File: src/rtl/caxi4interconnect_cdc_pkg.sv
// rtl/caxi4interconnect_cdc_pkg.sv - shared Gray/binary helpers and sizing for the CDC FIFO controllers
package caxi4interconnect_cdc_pkg;

    // Widest pointer any controller may use (ADDR_WIDTH up to 8, plus wrap bit).
    localparam int PTR_MAX_W = 9;

    // FIFO depth for a given address width; each controller derives its local DEPTH from this.
    function automatic int cdc_depth(input int addr_width);
        return 1 << addr_width;
    endfunction

    // Narrower pointers are zero-extended by the caller, which leaves the conversion unchanged.
    function automatic logic [PTR_MAX_W-1:0] bin2gray(input logic [PTR_MAX_W-1:0] bin);
        return bin ^ (bin >> 1);
    endfunction

    function automatic logic [PTR_MAX_W-1:0] gray2bin(input logic [PTR_MAX_W-1:0] gray);
        logic [PTR_MAX_W-1:0] bin;
        bin[PTR_MAX_W-1] = gray[PTR_MAX_W-1];
        for (int i = PTR_MAX_W - 2; i >= 0; i--) begin
            bin[i] = bin[i+1] ^ gray[i];
        end
        return bin;
    endfunction

endpackage

File: src/rtl/caxi4interconnect_cdc_gray_sync.sv
// rtl/caxi4interconnect_cdc_gray_sync.sv - N-stage synchroniser for a Gray-coded pointer
module caxi4interconnect_cdc_gray_sync #(
    parameter int WIDTH  = 4,
    parameter int STAGES = 2
) (
    input  logic             clk,
    input  logic             rst,
    input  logic [WIDTH-1:0] d_i,
    output logic [WIDTH-1:0] q_o
);

    logic [WIDTH-1:0] sync_q [STAGES];

    // Plain shift chain; only one bit of a Gray pointer changes per step, so metastability resolves to old or new value.
    always_ff @(posedge clk) begin
        if (rst) begin
            for (int i = 0; i < STAGES; i++) begin
                sync_q[i] <= '0;
            end
        end else begin
            sync_q[0] <= d_i;
            for (int i = 1; i < STAGES; i++) begin
                sync_q[i] <= sync_q[i-1];
            end
        end
    end

    assign q_o = sync_q[STAGES-1];

endmodule

File: src/rtl/caxi4interconnect_cdc_rd_ctrl_fwft.sv
// rtl/caxi4interconnect_cdc_rd_ctrl_fwft.sv - read-domain FWFT controller for the CDC FIFO
module caxi4interconnect_cdc_rd_ctrl_fwft
    import caxi4interconnect_cdc_pkg::*;
#(
    parameter int ADDR_WIDTH  = 3,
    parameter int SYNC_STAGES = 2,
    parameter int AE_THRESH   = 1
) (
    input  logic                  clk,
    input  logic                  rst,
    input  logic                  terminate,
    input  logic [ADDR_WIDTH:0]   wrPtr_gray,
    input  logic                  readyForOut,
    output logic                  infoOutValid,
    output logic                  ramRe,
    output logic [ADDR_WIDTH-1:0] rdAddr,
    output logic [ADDR_WIDTH:0]   rdPtr_gray,
    output logic [ADDR_WIDTH:0]   level,
    output logic                  almostEmpty
);

    localparam int PW    = ADDR_WIDTH + 1;
    localparam int DEPTH = cdc_depth(ADDR_WIDTH);
    // Thresholds above DEPTH would make almostEmpty constant; clamp so the compare stays in range.
    localparam logic [PW-1:0] AE_T = (AE_THRESH > DEPTH) ? PW'(DEPTH) : PW'(AE_THRESH);

    logic [PW-1:0] rd_bin_q, rd_bin_d;
    logic [PW-1:0] rd_gray_q, rd_gray_d;
    logic          valid_q, valid_d;
    logic [PW-1:0] wr_sync;
    logic [PW-1:0] wr_bin;
    logic          ram_empty;
    logic          ram_re;

    caxi4interconnect_cdc_gray_sync #(
        .WIDTH  (PW),
        .STAGES (SYNC_STAGES)
    ) u_wr_sync (
        .clk (clk),
        .rst (rst),
        .d_i (wrPtr_gray),
        .q_o (wr_sync)
    );

    // Fetch whenever data exists and the output slot is free or being drained; flush jumps to the write pointer.
    always_comb begin
        wr_bin    = PW'(gray2bin(PTR_MAX_W'(wr_sync)));
        ram_empty = (rd_gray_q == wr_sync);
        ram_re    = !ram_empty && (!valid_q || readyForOut) && !terminate;
        rd_bin_d  = rd_bin_q;
        rd_gray_d = rd_gray_q;
        valid_d   = valid_q;
        if (terminate) begin
            rd_bin_d  = wr_bin;
            rd_gray_d = wr_sync;
            valid_d   = 1'b0;
        end else if (ram_re) begin
            rd_bin_d  = rd_bin_q + PW'(1);
            rd_gray_d = PW'(bin2gray(PTR_MAX_W'(rd_bin_d)));
            valid_d   = 1'b1;
        end else if (readyForOut) begin
            valid_d   = 1'b0;
        end
    end

    // Pointer and valid registers; the Gray pointer leaves this domain straight from its flop.
    always_ff @(posedge clk) begin
        if (rst) begin
            rd_bin_q  <= '0;
            rd_gray_q <= '0;
            valid_q   <= 1'b0;
        end else begin
            rd_bin_q  <= rd_bin_d;
            rd_gray_q <= rd_gray_d;
            valid_q   <= valid_d;
        end
    end

    assign ramRe        = ram_re;
    assign infoOutValid = valid_q;
    assign rdAddr       = rd_bin_q[ADDR_WIDTH-1:0];
    assign rdPtr_gray   = rd_gray_q;
    assign level        = wr_bin - rd_bin_q;
    assign almostEmpty  = (level <= AE_T);

endmodule

File: config.mk
export PLATFORM = sky130hd
export DESIGN_NAME = caxi4interconnect_cdc_rd_ctrl_fwft
export DESIGN_NICKNAME = d
export VERILOG_FILES = /design/src/rtl/caxi4interconnect_cdc_pkg.sv /design/src/rtl/caxi4interconnect_cdc_gray_sync.sv /design/src/rtl/caxi4interconnect_cdc_rd_ctrl_fwft.sv
export SDC_FILE = /design/constraint.sdc
export NUM_CORES = 1
export LEC_CHECK = 0
export CAP_MARGIN = 20
export CORE_MARGIN = 8
export CORE_UTILIZATION = 47
export DETAILED_ROUTE_END_ITERATION = 10
export GPL_TIMING_DRIVEN = 0
export HOLD_SLACK_MARGIN = 0.03
export PLACE_DENSITY = 0.84
export SETUP_SLACK_MARGIN = 0.02
export SLEW_MARGIN = 20
export SYNTH_ARGS = -nofsm -noshare
export SYNTH_HDL_FRONTEND = slang
export SYNTH_SLANG_ARGS = --single-unit
File: constraint.sdc
create_clock -name clk -period 2.9 [get_ports clk]
set_input_delay 0.29 -clock clk [delete_from_list [all_inputs] [get_ports clk]]
set_output_delay 0.29 -clock clk [all_outputs]
set_load 0.01 [all_outputs]
Yosys cells after proc, flatten, opt, wreduce, memory -nomap -nowiden
Memory sizes are Yosys's and may differ from the RTL's.
Cells that the tools add are included.
Widths: inputs -> output; s select.

storage, ports and cells
  bits in registers = 9
  bits in writable memories = 8
  bits of input ports = 8
  output and inout port bits = 14
  logic and storage cells = 34
  memories kept = 1

cells by class
  add/subtract/negate cells = 2
  order comparisons = 1
  eq/ne operators = 1
  muxes and demuxes = 11
  bitwise gates (word level) = 6
  reduce and logical (&&, ||, !) cells = 9

memories
  name              words  width  rd ports  clocked after Yosys merged registers in  write ports  line                                   text
  u_wr_sync.sync_q  2      4      2         0                                        2            caxi4interconnect_cdc_gray_sync.sv:12  logic [WIDTH-1:0] sync_q [STAGES];

operators with widths
  cell                 number
  $mux 4               6
  $mux 1               5
  $add 4x1->4 const B  1
  $eq 4x4->1           1
  $le 4x1->1 const B   1
  $reduce_bool 2->1    2
  $sub 4x4->4          1
  $xor 4x3->4          1
  $logic_not 1->1      3
  $xor 1x1->1          3
  $logic_and 1x1->1    2
  $or 1x1->1           2
  $reduce_or 2->1      1
  $logic_or 1x1->1     1

Longest topological paths before layout
Gate-level depths: netlist (run 1).

  depth in word-level cells = 6
  depth in mapped cells = 9
  depth with buffers taken out = 9

Modules after synthesis
From an unflattened synthesis (run 1), not the netlist that was laid out.

unflattened totals
  cells, all modules = 95
  area, all modules = 922.1 um^2

modules (own cells, without submodules)
  module                              instances  cells an instance  area each (um^2)  sequential area each (um^2)
  caxi4interconnect_cdc_rd_ctrl_fwft  1          75                 681.9             160.2
  caxi4interconnect_cdc_gray_sync     1          20                 240.2             160.2

Worst setup path after synthesis (run 1)
No wires, ideal clock.

  path type = reg2out
  from = memory u_wr_sync.sync_q[1][3], in the netlist u_wr_sync.sync_q[0][7]
  to = output almostEmpty
  data arrival time = 2.164 ns
  data required time = 2.610 ns
  path slack = 0.446 ns
  stages on the path, launching flop included = 9
  path buffers = 0
  cell sequence = dfxtp_1 -> xnor2_1 -> xnor2_1 -> inv_1 -> xor2_1 -> ha_1 -> fa_1 -> xnor2_1 -> a211oi_1

RTL lines
  what                line                                      text
  start: declaration  caxi4interconnect_cdc_gray_sync.sv:12
  end: declaration    caxi4interconnect_cdc_rd_ctrl_fwft.sv:19  output logic almostEmpty

==> Flow_metrics.wiki, run 1 <==
{| class="wikitable"
! Metric !! Value
|-
| Outcome || completed
|-
| Sequential area share after synthesis || 37.2%
|-
| Share of the synthesized area in the top cell type || 37.2%
|-
| Maximum level of the CTS H-tree || 1
|-
| Proportion of synthesized area in mux cells || under 10%
|-
| Skew-Pair Late Insertion Delay || ~0.27 ns
|-
| Setup repair after global routing missed its margin || no
|-
| Min-Delay Path Depth || 1
|-
| Post-synthesis simple-gate area fraction || between 10 and 15%
|-
| Number of hold-slack violations in the final timing report || 0
|-
| Relative slew margins || between 60% and 70%
|-
| Number of clock buffers inserted by TritonCTS || 3
|-
| FF+latch count, synth || 16
|-
| Signed area change from the synthesized netlist to the final layout || 37.5%
|-
| Antenna cells || 0
|-
| Final hold slack || about 0.44 ns
|-
| Switching Fraction || a little under a third
|-
| Placed instance count || around 140
|-
| Clock sink count || 16
|-
| Cell count after synthesis || 90
|-
| Syn Std Cell Area || around 860 um^2
|-
| Syn. warnings || 0
|-
| Net count after synthesis || ~100
|-
| Compound-cell area share of the yosys netlist || between 10% and 20%
|-
| Final number of max-transition violations || 0
|-
| Post-Synth Adder-Cell Area || roughly 8%
|-
| Number of top-level pins || 22
|-
| Maximum VDD drop || ~0.00037 V
|-
| Wire length of the first global-routing pass || approximately 3.0 mm
|-
| Final Skew || approximately 0.0057 ns
|-
| Overflow left after global routing || 0
|-
| R2r endpoint || rd_bin_q[3]$_SDFFE_PP0P_
|-
| Library cell with the highest instance count after synthesis || dfxtp_1
|-
| Part of the power in the clock network || roughly 17%
|-
| Number of flops mapped to enable cells by yosys || 0
|-
| Starting utilization of the core area || approximately 50%
|-
| WL/cell || between 10 and 15 um
|-
| Post-synthesis async set-or-reset flop share || 0%
|-
| Top cells by count, synth || dfxtp_1, inv_1, nor2b_1, xnor2_1
|-
| Yosys top cell by area || dfxtp_1
|-
| CP peak stage delay || 0.53 ns
|-
| Slowest CP cell || clkdlybuf4s50_1
|-
| Initial antenna violation count || 0
|-
| TritonCTS clock tree || built
|-
| Worst Hold Launch || u_wr_sync.sync_q[0][2]$_SDFF_PP0_
|-
| P_leak || between 0.0005 and 0.0006 uW
|-
| Crit-path cells || xnor2_4 > xnor2_2 > inv_2 > xor2_2 > ha_2 > fa_1 > inv_1 > clkdlybuf4s50_1
|-
| Reg2reg path depth || 5
|-
| Data arrival time of the worst path || between 2 and 3 ns
|-
| Drt drc || 0
|-
| End of the worst hold path || u_wr_sync.sync_q[0][6]$_SDFF_PP0_
|-
| DR vias/cell || 4.93
|-
| Total of endpoints with negative setup slack in the final report || 0
|-
| Proportion of layout cells with a drive suffix above 1 || between 10% and 20%
|-
| X dimension of the die || 58.8 um
|-
| Top flip-flop cell by instance count after synthesis || dfxtp_1
|-
| Via count of the first global-routing pass || just over 700
|-
| Part of the cycle the worst path needs || between 90% and 100%
|-
| Residual antenna-violating net count after detailed routing || 0
|-
| Library cell used as clock root buffer || clkbuf_4
|-
| Cell row count || 15
|-
| Maximum fanout along the worst path || 3
|-
| Maximum number of pins on one net before global-route repair || 11
|-
| WL final || ~1.9 mm
|-
| Count of different cell masters after synthesis || 34
|-
| DR pass1 iterations || 4
|-
| Cell types with the largest area share after synthesis || dfxtp_1, xnor2_1, nor2b_1, ha_1, xor2_1
|-
| Avg Inst Size Synth || about 9.6 um^2
|-
| GRT Overall Usage || roughly 11%
|-
| IO Port Bufs || 20
|-
| Sequential fraction of design power || 41.1%
|-
| Pin slew with the least headroom to its limit || 0.466 ns
|-
| Placer congestion estimate || around 0.8
|-
| Chip Height || about 59 um
|-
| Fmax || ~360 MHz
|-
| Core region area || ~0.0017 mm^2
|-
| Critical path startpoint || u_wr_sync.sync_q[0][7]$_SDFF_PP0_
|-
| Area of the die || 0.00346 mm^2
|-
| Register-to-register setup slack || approximately 1.2 ns
|-
| Total number of nets in the final design || 132
|-
| Maximum Capacitance Violations || 0
|-
| Max Root-Sink Buffers || 2
|-
| Main combinational cell family by area after synthesis || XOR/XNOR gates
|-
| Total vias in the final route || 700
|-
| Switching component of the power || a little under 200 uW
|-
| Crit Path Category || reg -> out
|-
| Filler cell count in the final layout || roughly 130
|-
| Type of element capturing the critical path || output pin
|-
| Drt initial violations || 7
|-
| Setup WS pre-CTS || -0.207 ns
|-
| Required time of the critical path || 2.61 ns
|-
| Fraction of synthesized cell area in xor and xnor cells || between 15 and 20%
|-
| Clk slew on worst S/H paths || approximately 0.09 ns
|-
| Share of power burned in combinational logic || 41.5%
|-
| Path class of the lowest-slack min-delay path || reg -> reg
|-
| Worst r2r src || u_wr_sync.sync_q[0][5]$_SDFF_PP0_
|-
| Power density over the cells || 527 mW/mm^2
|-
| Final critical delay including setup and external delays || ~2.8 ns
|-
| Startpoint type of the worst setup path || flip-flop
|-
| Non-filler instance count after layout || 142
|-
| Smallest setup slack after layout || about 0.092 ns
|-
| Internal Dissipation || about 430 uW
|}
## power groups by stage
stage                     Clock, uW  Combinational [uW]  Sequential, uW
final                           109                 259             256
after global routing            125                 283             258
after CTS                       111                 253             255
after detailed placement          0                 252             259
after global placement            0                 243             258
after floorplan                   0                 144             261
## how the worst max path moves through the flow
| stage | slack (ns) | cells after the start | end |
|---|---|---|---|
| floorplan | 0.45 | 8 | almostEmpty |
| global placement | -0.06 | 9 | almostEmpty |
| detailed placement | -0.21 | 9 | almostEmpty |
| CTS | 0.01 | 9 | almostEmpty |
| global route | 0.009 | 8 | level[1] |
| finish | 0.09 | 8 | level[1] |
## cells in the final DEF (no fill, tap or decap), types with 2 or more instances in the layout
cell and n:
dfxtp_2 2, buf_4 4, mux2i_1 3, inv_1 8, xor2_1 4, nand3_1 2, a211oi_1 5, nor2b_1 9
dfxtp_1 14, clkdlybuf4s50_1 17, ha_1 3, xor2_2 2, nor2_1 5, clkbuf_4 3, xnor2_1 6
## layer usage
metal / vias to the layer above / part of all wire, % / global-route usage [%]
met2: 18 / 53 / 21.2
met4: 0 / 0.54 / 3.75
met5: - / 0 / 0
met1: 320 / 41 / 10.3
met3: 2 / 5.5 / 4.13
li1: 360 / - / -
## cell type report
type                       count  area [um^2]  share of cell area (%)
multi-input combinational     61          524                    44.3
sequential                    16          323                    27.3
timing repair buffer          24          226                    19.1
inverter                      10         37.5                    3.17
tap                           25         31.3                    2.64
clock buffer                   3         22.5                    1.90
buffer                         3         18.8                    1.59
## worst max-delay path: cells and delay by family, from the launching register on
| family | cells | cell delay [ns] |
|---|---|---|
| adder cells (fa/ha/maj) | 2 | 0.63 |
| XOR/XNOR | 3 | 0.54 |
| buffers and inverters | 3 | 0.70 |
| flip-flops | 1 | 0.37 |
## sequential cells by signal, summed over array words and instances (netlist names)
signal            cells
infoOutValid          1
rdPtr_gray            3
rd_bin_q              4
u_wr_sync.sync_q      8
## logic make-up (layout without fill, tap and decap cells)
kind of cell             Yosys count  after routing
AND/OR/NAND/NOR                   23             23
buffers and inverters             13             40
adder cells (fa/ha/maj)            5              5
flip-flops                        16             16
XOR/XNOR                          14             14
multiplexers                       3              3
AO/OA/AOI/OAI                     16             16
## what timing repair did
action / 4_1_cts / 5_1_grt
setup buffers: 1 / 3
setup endpoints to repair: 4 / 3
gates resized for setup: 8 / 8
pin swaps: 1 / 1
hold buffers: 0 / 0
## per-stage QoR
step	instance area, um^2	total power (uW)	setup TNS, ns	utilization [%]
floorplan	861	405	0	-
global placement	1090	502	-0.0640	63.3
detailed placement	1090	511	-0.207	63.3
CTS	1140	618	0	66.2
global route	1180	666	0	68.6
finish	1180	623	0	68.6
Note: power is estimated with default switching activity, not from simulation.
==> inputs of run 2 (changes only) <==
Settings changed: CORE_ASPECT_RATIO from default to 0.7, CORE_UTILIZATION 47 to 42, HOLD_SLACK_MARGIN 0.03 to 0.15, PLACE_DENSITY 0.84 to 0.8.
Clock period 2.9 ns to 2.5 ns, I/O delays scaled along.
==> Flow_metrics.wiki, run 2 (synthesis results as in run 1) <==
{| class="wikitable"
! Metric !! Value
|-
| Outcome || finished, violations left
|-
| Violated checks || negative setup slack
|-
| Sequential fraction of design power || around 38%
|-
| Slowest CP cell || dfxtp_4
|-
| Register with the most flip-flops || u_wr_sync.sync_q
|-
| Critical path startpoint || u_wr_sync.sync_q[0][7]$_SDFF_PP0_
|-
| Register-to-register setup slack || 0.83 ns
|-
| Switching component of the power || 253 uW
|-
| Final hold slack || around 0.43 ns
|-
| Reg2reg path depth || 5
|-
| Crit Path Category || reg -> out
|-
| Via count of the first global-routing pass || around 780
|-
| Required time of the critical path || 2.25 ns
|-
| Final Skew || between 0.007 and 0.008 ns
|-
| Clk slew on worst S/H paths || ~0.10 ns
|-
| Maximum Capacitance Violations || 0
|-
| Switching Fraction || between 30% and 40%
|-
| Worst r2r src || rd_bin_q[0]$_SDFFE_PP0P_
|-
| Final number of max-transition violations || 0
|-
| Fmax || approximately 380 MHz
|-
| Relative slew margins || 68.5%
|-
| Cell row count || 13
|-
| Path class of the lowest-slack min-delay path || in -> reg
|-
| WL/cell || roughly 14 um
|-
| Proportion of layout cells with a drive suffix above 1 || between 20% and 30%
|-
| Type of element capturing the critical path || output pin
|-
| Wire length of the first global-routing pass || roughly 3.4 mm
|-
| Overflow left after global routing || 0
|-
| Commonest non-fill, non-tap cell in the layout || clkdlybuf4s50_1
|-
| X dimension of the die || 70.1 um
|-
| Clock sink count || 16
|-
| Data arrival time of the worst path || about 2.4 ns
|-
| Antenna cells || 0
|-
| Library cell used as clock root buffer || clkbuf_4
|-
| Crit-path cells || xnor2_4 > xnor2_2 > inv_2 > xor2_2 > ha_2 > nor2b_1 > o21ai_1 > a21o_1 > and2_1 > dlygate4sd2_1
|-
| Power density over the cells || between 600 and 700 mW/mm^2
|-
| P_leak || between 0.0005 and 0.0006 uW
|-
| Internal Dissipation || approximately 530 uW
|-
| IO Port Bufs || 20
|-
| Part of the power in the clock network || a little over a fifth
|-
| Number of clock buffers inserted by TritonCTS || 3
|-
| Total vias in the final route || 744
|-
| Setup repair after global routing missed its margin || yes
|-
| DR vias/cell || between 5 and 6
|-
| Drt initial violations || 51
|-
| Maximum number of pins on one net before global-route repair || 11
|-
| Smallest setup slack after layout || -0.124 ns
|-
| Total of endpoints with negative setup slack in the final report || 2
|-
| Drt drc || 0
|-
| Total number of nets in the final design || around 140
|-
| Critical Path End || level[3]
|-
| R2r endpoint || rdPtr_gray[2]$_SDFFE_PP0P_
|-
| Core region area || 0.00190 mm^2
|-
| Starting utilization of the core area || between 40% and 50%
|-
| Number of hold-slack violations in the final timing report || 0
|-
| Maximum level of the CTS H-tree || 1
|-
| Post-route cell area || roughly 0.0012 mm^2
|-
| Signed area change from the synthesized netlist to the final layout || 42.3%
|-
| Pin slew with the least headroom to its limit || ~0.47 ns
|-
| Max Root-Sink Buffers || 2
|-
| Area of the die || about 0.0038 mm^2
|-
| Placer congestion estimate || ~0.80
|-
| WL final || approximately 2.0 mm
|-
| Placed cell area || between 0.001 and 0.0015 mm^2
|-
| Final critical delay including setup and external delays || 2.62 ns
|-
| DR pass1 iterations || 4
|-
| Part of the cycle the worst path needs || 105%
|-
| Startpoint type of the worst setup path || flip-flop
|-
| Chip Height || between 50 and 60 um
|-
| Number of flip-flops in the largest register || 8
|-
| Skew-Pair Late Insertion Delay || a little under 0.3 ns
|-
| Share of power burned in combinational logic || roughly 40%
|-
| GRT Overall Usage || 11.2%
|-
| Detailed placer's ending HPWL || ~1.4 mm
|-
| TritonCTS clock tree || built
|-
| Number of top-level pins || 22
|-
| Maximum VDD drop || just under 0.0005 V
|-
| CP peak stage delay || 0.38 ns
|-
| Highest-count cells in the layout ignoring fill and taps || clkdlybuf4s50_1, dfxtp_1, nor2b_1
|-
| Maximum fanout along the worst path || 3
|-
| Initial antenna violation count || 0
|-
| Residual antenna-violating net count after detailed routing || 0
|}
[run 2: cell count changes in the layout (fill, tap and decap cells not counted), sizes merged]
cell / delta
clkdlybuf4s50: -1
clkbuf: +1
dlymetal6s2s: -1
buf: +6
[run 2: power by group through the flow]
stage / clock (uW) / sequential [uW] / combinational (uW)
2_1_floorplan: 0 / 303 / 167
3_3_place_gp: 0 / 300 / 283
3_5_place_dp: 0 / 302 / 287
4_1_cts: 174 / 297 / 297
5_1_grt: 188 / 300 / 345
6_report: 171 / 297 / 317
[run 2: area by class of cell]
cell class / instances / area [um^2]
buffer: 3 / 18.8
clock buffer: 4 / 36.3
fill: 150 / 678
inverter: 10 / 37.5
multi-input combinational: 61 / 536
sequential: 16 / 325
tap: 22 / 27.5
timing repair buffer: 28 / 244
[run 2: worst min path at each step]
stage / startpoint / endpoint / slack [ns] / depth (start not counted)
global route: terminate / infoOutValid$_SDFFE_PP0P_ / 0.43 / 2
global placement: u_wr_sync.sync_q[0][1]$_SDFF_PP0_ / u_wr_sync.sync_q[0][5]$_SDFF_PP0_ / 0.42 / 1
detailed placement: u_wr_sync.sync_q[0][3]$_SDFF_PP0_ / u_wr_sync.sync_q[0][7]$_SDFF_PP0_ / 0.43 / 1
finish: terminate / infoOutValid$_SDFFE_PP0P_ / 0.43 / 2
floorplan: rst / u_wr_sync.sync_q[0][0]$_SDFF_PP0_ / 0.32 / 1
CTS: terminate / infoOutValid$_SDFFE_PP0P_ / 0.40 / 2
[run 2: stage by stage]
stage	TNS, ns	utilization [%]	power [uW]	std cells	setup slack (ns)
2_1_floorplan	0	-	470	90	0.0857
3_3_place_gp	-1.10	57.2	583	132	-0.433
3_5_place_dp	-1.08	57.2	589	132	-0.421
4_1_cts	-0.156	63.1	768	142	-0.0705
5_1_grt	-0.373	64.4	834	144	-0.230
6_report	-0.183	64.4	785	144	-0.124
[run 2: critical path, delay by kind of cell, from the launching register on]
kind                       cells  cell delay (ns)
AOI/OAI and AO/OA              2             0.32
xor gates and xnor gates       3             0.52
adders and majority gates      1             0.20
buffers and inverters          2             0.36
DFF                            1             0.38
and+or+nand+nor                2             0.31
[run 2: timing repair]
| action | 4_1_cts | 5_1_grt |
|---|---|---|
| pin swaps | 2 | 1 |
| resized for setup | 19 | 7 |
| buffers inserted | 6 | 2 |
| hold buffers | 0 | 0 |
| setup endpoints to repair | 5 | 5 |
[run 2: per-layer routing]
metal	track usage, %	wire (um)
met4	0.997	0
met5	0	0
met2	20.0	917
met1	12.1	960
met3	6.24	163
